<file path="config.mk">
export PLATFORM = sky130hd
export DESIGN_NAME = sram_sprite_writer
export DESIGN_NICKNAME = d
export VERILOG_FILES = /design/src/rtl/sram_pkg.sv /design/src/rtl/sram_sprite_writer.sv
export SDC_FILE = /design/constraint.sdc
export NUM_CORES = 1
export LEC_CHECK = 0
export CORE_MARGIN = 2
export CORE_UTILIZATION = 38
export CTS_CLUSTER_SIZE = 30
export DETAILED_ROUTE_END_ITERATION = 12
export PLACE_DENSITY = 0.65
export SETUP_SLACK_MARGIN = 0.1
export SLEW_MARGIN = 20
export SYNTH_ARGS = -nofsm -noshare
export SYNTH_HDL_FRONTEND = slang
export SYNTH_SLANG_ARGS = --single-unit
export TNS_END_PERCENT = 100
</file>
<file path="constraint.sdc">
create_clock -name Clk -period 3.4 [get_ports Clk]
set_input_delay 0.68 -clock Clk [delete_from_list [all_inputs] [get_ports Clk]]
set_output_delay 0.68 -clock Clk [all_outputs]
set_load 0.005 [all_outputs]
</file>
<file path="src/rtl/sram_pkg.sv">
// sram_pkg: shared SRAM geometry, byte-lane layout and sprite-writer FSM states.
package sram_pkg;
    localparam int ADDR_W = 20;
    localparam int DATA_W = 16;
    localparam int PIX_W  = 8;
    // Even pixel sits in the low byte, odd pixel in the high byte of each word.
    localparam int LOW_LANE  = 0;
    localparam int HIGH_LANE = 1;

    typedef enum logic [2:0] {
        IDLE,
        LOW,
        HIGH,
        SETUP,
        WRITE,
        HOLD,
        DONE
    } state_t;
endpackage

</file>
<file path="src/rtl/sram_sprite_writer.sv">
// sram_sprite_writer: packs 8-bit pixels two per word and writes them to async SRAM
// with a fixed SETUP/WRITE/HOLD cycle, starting from a programmable base address.
module sram_sprite_writer #(
    parameter int ADDR_W = sram_pkg::ADDR_W,
    parameter int LEN_W  = 21
) (
    input  logic                       Clk,
    input  logic                       Reset,
    input  logic                       start,
    input  logic [ADDR_W-1:0]          base_addr,
    input  logic [LEN_W-1:0]           pix_count,
    input  logic [sram_pkg::PIX_W-1:0] pix_data,
    input  logic                       pix_valid,
    output logic                       pix_ready,
    output logic                       busy,
    output logic                       done,
    output logic                       SRAM_CE_N,
    output logic                       SRAM_UB_N,
    output logic                       SRAM_LB_N,
    output logic                       SRAM_OE_N,
    output logic                       SRAM_WE_N,
    output logic [ADDR_W-1:0]          SRAM_ADDR,
    output logic [sram_pkg::DATA_W-1:0] SRAM_DQ_OUT,
    output logic                       SRAM_DQ_OE
);
    import sram_pkg::*;

    state_t              state, state_nx;
    logic [ADDR_W-1:0]   addr;
    logic [DATA_W-1:0]   word;
    logic [LEN_W-1:0]    remaining;
    logic                hi_en;
    logic                in_cycle;

    always_comb begin
        state_nx = state;
        case (state)
            IDLE:    if (start) state_nx = (pix_count == '0) ? DONE : LOW;
            LOW:     if (pix_valid) state_nx = (remaining == LEN_W'(1)) ? SETUP : HIGH;
            HIGH:    if (pix_valid) state_nx = SETUP;
            SETUP:   state_nx = WRITE;
            WRITE:   state_nx = HOLD;
            HOLD:    state_nx = (remaining == '0) ? DONE : LOW;
            DONE:    state_nx = IDLE;
            default: state_nx = IDLE;
        endcase
    end

    always_ff @(posedge Clk or posedge Reset) begin
        if (Reset) begin
            state     <= IDLE;
            addr      <= '0;
            word      <= '0;
            remaining <= '0;
            hi_en     <= 1'b0;
        end else begin
            state <= state_nx;
            case (state)
                IDLE: if (start) begin
                    addr      <= base_addr;
                    remaining <= pix_count;
                end
                LOW: if (pix_valid) begin
                    word      <= {{PIX_W{1'b0}}, pix_data};
                    remaining <= remaining - LEN_W'(1);
                    hi_en     <= 1'b0;
                end
                HIGH: if (pix_valid) begin
                    word[HIGH_LANE*PIX_W +: PIX_W] <= pix_data;
                    remaining <= remaining - LEN_W'(1);
                    hi_en     <= 1'b1;
                end
                HOLD:    addr <= addr + ADDR_W'(1);
                default: ;
            endcase
        end
    end

    // Every strobe is a pure decode of the state register, so reset idles the bus at once.
    assign in_cycle    = (state == SETUP) || (state == WRITE) || (state == HOLD);
    assign pix_ready   = (state == LOW) || (state == HIGH);
    assign busy        = pix_ready || in_cycle;
    assign done        = (state == DONE);
    assign SRAM_CE_N   = !in_cycle;
    assign SRAM_LB_N   = !in_cycle;
    assign SRAM_UB_N   = !(in_cycle && hi_en);
    assign SRAM_WE_N   = (state != WRITE);
    assign SRAM_OE_N   = 1'b1;
    assign SRAM_DQ_OE  = in_cycle;
    assign SRAM_ADDR   = addr;
    assign SRAM_DQ_OUT = word;
endmodule

</file>
==> impl_metrics.yaml <==
sta:
  finalMaxSlewViolations: 0
  relSlewSlack: 0.502
  period_share: 0.874
  setup_tns_ns: 0
  clock_skew_ns: 0.0126
  max_freq_mhz: 337
  rsz0062_at_grt: "no"
  fin_crit_ns: 2.97
  fin_ws_ns: 0.429
  finalSetupViolCount: 0
  worst_pin_slew_ns: 0.747
  finalHoldViolCount: 0
die:
  pin_count: 98
  die_h_um: 101
  row_count: 35
  start_util: 0.390
  dieWidth_um: 101
  core_um2: 9200
  die_area_um2: 10200
synth:
  ys_seq_area_frac: 0.426
  synth-warning-count: 0
  syn_area_um2: 3590
  synth_edf_count: 0
  ys_ff_latch: 61
  synth_ff_type: "dfrtp_1"
  syn_inst: 413
  synth_fp_nets: 469
  synthDistinctLibCells: 57
  syn_area_per_cell_um2: 8.69
  ys_async_sr_fraction: 1.00
setup_path:
  crit_type: "reg -> out"
  end_kind: "primary output"
  arrival_ns: 2.29
  required_ns: 2.72
  crit_top_cell: "nand2_1"
  slowest_stage: "dfrtp_1"
  cp-start-kind: "flop"
  path_cells: "nand2_1 -> o21ai_0 -> inv_1 -> nand2_1 -> clkdlybuf4s50_1"
  cpPeakStageDelay_ns: 0.75
  r2r_slack_ns: 0.97
  cp_max_fo: 20
power_and_ir_drop:
  p_int_mw: 2.57
  swShare: 0.398
  seq_power_share: 0.350
  clockPowerShare: 0.166
  power.leakage_nw: 1.90
  irDropWorstVdd_v: 0.000542
  power_switching_mw: 1.70
  powerDensity_nw_per_um2: 880
  combPwrFrac: 0.484
cells_and_area:
  drive_gt1_frac: 0.0906
  final_cell_mix: "96 x clkdlybuf4s50_1, 61 x dfrtp_1, 49 x nand2_1"
  post-route-util: 0.528
  area_growth_pct: 35.4
  diodes: 0
  num-nets-final: 559
  final_common_cell: "clkdlybuf4s50_1"
clock_network:
  htreeDepth: 3
  clk_path_buf_depth: 2
  numCtsBuffers: 9
  post_cts_buffers: 0
  holdBufCountCts: 0
  numClockSinks: 61
  clockRootBuffer: "clkbuf_8"
  clk_latency_ns: 0.34
  cts.clk_slew.worst_paths_ns: 0.07
  cts_resized: 0
  cts_tree: "yes"
placement:
  numPortBuffers: 96
  pre_cts_slack_ns: 0.744
  dp_hpwl_um: 7120
  gp_congestion: 0.907
grt:
  grt_usage: 0.195
  antenna_found_initial: 0
  grt_max_degree: 33
  grt_overflow: 0
  grt_pass1_wl_um: 16100
  grt_pass1_vias: 3340
routing:
  vias_per_cell: 5.73
  drt_iter0_drc: 171
  detail_route.wirelength_um: 9890
  wl_per_cell_um: 16.0
  num_vias: 3548
  first_pass_iters: 4
  post-route-drc-count: 0
  drtAntennaViolNets: 0
flow_run:
  maxCapViolations: 0
run_status:
  status: "finished, final reports clean"
min_path:
  hold_class: "reg -> reg"
[logic make-up (layout without fill, tap and decap cells)]
logic type               Yosys count  count (layout)  synth area share
AND/OR/NAND/NOR                  171             171             0.255
AO/OA/AOI/OAI                    127             127             0.226
flip-flops                        61              61             0.426
buffers and inverters             40             135            0.0509
multiplexers                       9               9            0.0283
adder cells (fa/ha/maj)            3               3            0.0105
other                              1               1           0.00105
XOR/XNOR                           1               1           0.00244
[synthesized netlist by cell type, drive strengths merged (2+ instances only)]
library cell  instances  area (µm²)
o32ai                 2        17.5
dfrtp                61        1530
and3                  3        18.8
nand2b                8        50.1
and2                  2        12.5
a21oi                30         150
nor2b                 9        56.3
nand4                 9        56.3
o21bai                2        15.0
nor3                 13        70.1
ha                    3        37.5
mux2                  9         101
a211oi                2        15.0
o2bb2ai               2        17.5
nand3                17        85.1
nor2                 30         113
a31oi                 3        18.8
o21a                  2        15.0
a22oi                 6        45.0
buf                   9        66.3
nand2                49         184
clkbuf               16        60.1
o22ai                11        68.8
or4                   6        48.8
o211ai               13        97.6
or3b                  2        17.5
or3                   6        37.5
or2                   2        12.5
o21ai                33         165
inv                  15        56.3
o22a                  2        17.5
a2bb2oi               6        52.6
nor4                  9        86.3
o311ai                5        43.8
[power by group through the flow]
| stage | registers (mW) | logic, mW | clock network, mW |
|---|---|---|---|
| floorplan | 1.39 | 1.26 | 0 |
| global placement | 1.48 | 2.04 | 0 |
| detailed placement | 1.50 | 2.08 | 0 |
| CTS | 1.49 | 2.09 | 0.723 |
| global route | 1.56 | 2.32 | 0.757 |
| finish | 1.50 | 2.07 | 0.710 |
[through the flow]
step                area (µm²)  cells  hold WS (ns)  total power [mW]
finish                    4860    619         0.500              4.28
global route              4860    619         0.526              4.63
CTS                       4860    619         0.504              4.30
detailed placement        4640    603         0.489              3.58
global placement          4640    603         0.488              3.52
floorplan                 3590    413         0.480              2.65
[per-layer routing]
layer / track usage / wire length [µm] / vias up
li1: - / - / 1713
met1: 0.262 / 4510 / 1723
met2: 0.312 / 4740 / 106
met3: 0.0552 / 568 / 6
met4: 0.0509 / 77 / 0
met5: 0 / 0 / -
[registers in the layout, summed over array words and instances (netlist names)]
signal       flops
state            3
hi_en            1
remaining       21
SRAM_DQ_OUT     16
SRAM_ADDR       20
[cell type report]
class,count,area [µm²]
fill,871,4340
multi-input combinational,312,1890
sequential,61,1530
timing repair buffer,104,1030
tap,111,139
clock buffer,10,128
clock inverter,6,86.3
inverter,15,56.3
[critical path: cells and delay by family (launching register included)]
family	cells	cell delay (ns)
compound gates	1	0.32
flops	1	0.75
buf+inv	2	0.62
simple gates	2	0.27
[path summary, 6_finish.rpt]
check	start	to	cells past startpoint
setup / recovery	state[0]	busy	5
setup reg to reg	state[0]	SRAM_ADDR[15]	4
hold / removal	SRAM_DQ_OUT[11]	SRAM_DQ_OUT[11]	2
max in group asynchronous	Reset	SRAM_DQ_OUT[11]	3
hold reg to reg	SRAM_DQ_OUT[11]	SRAM_DQ_OUT[11]	2
min in group asynchronous	Reset	remaining[2]	2
No activity file was read; power rests on OpenSTA's default activity.
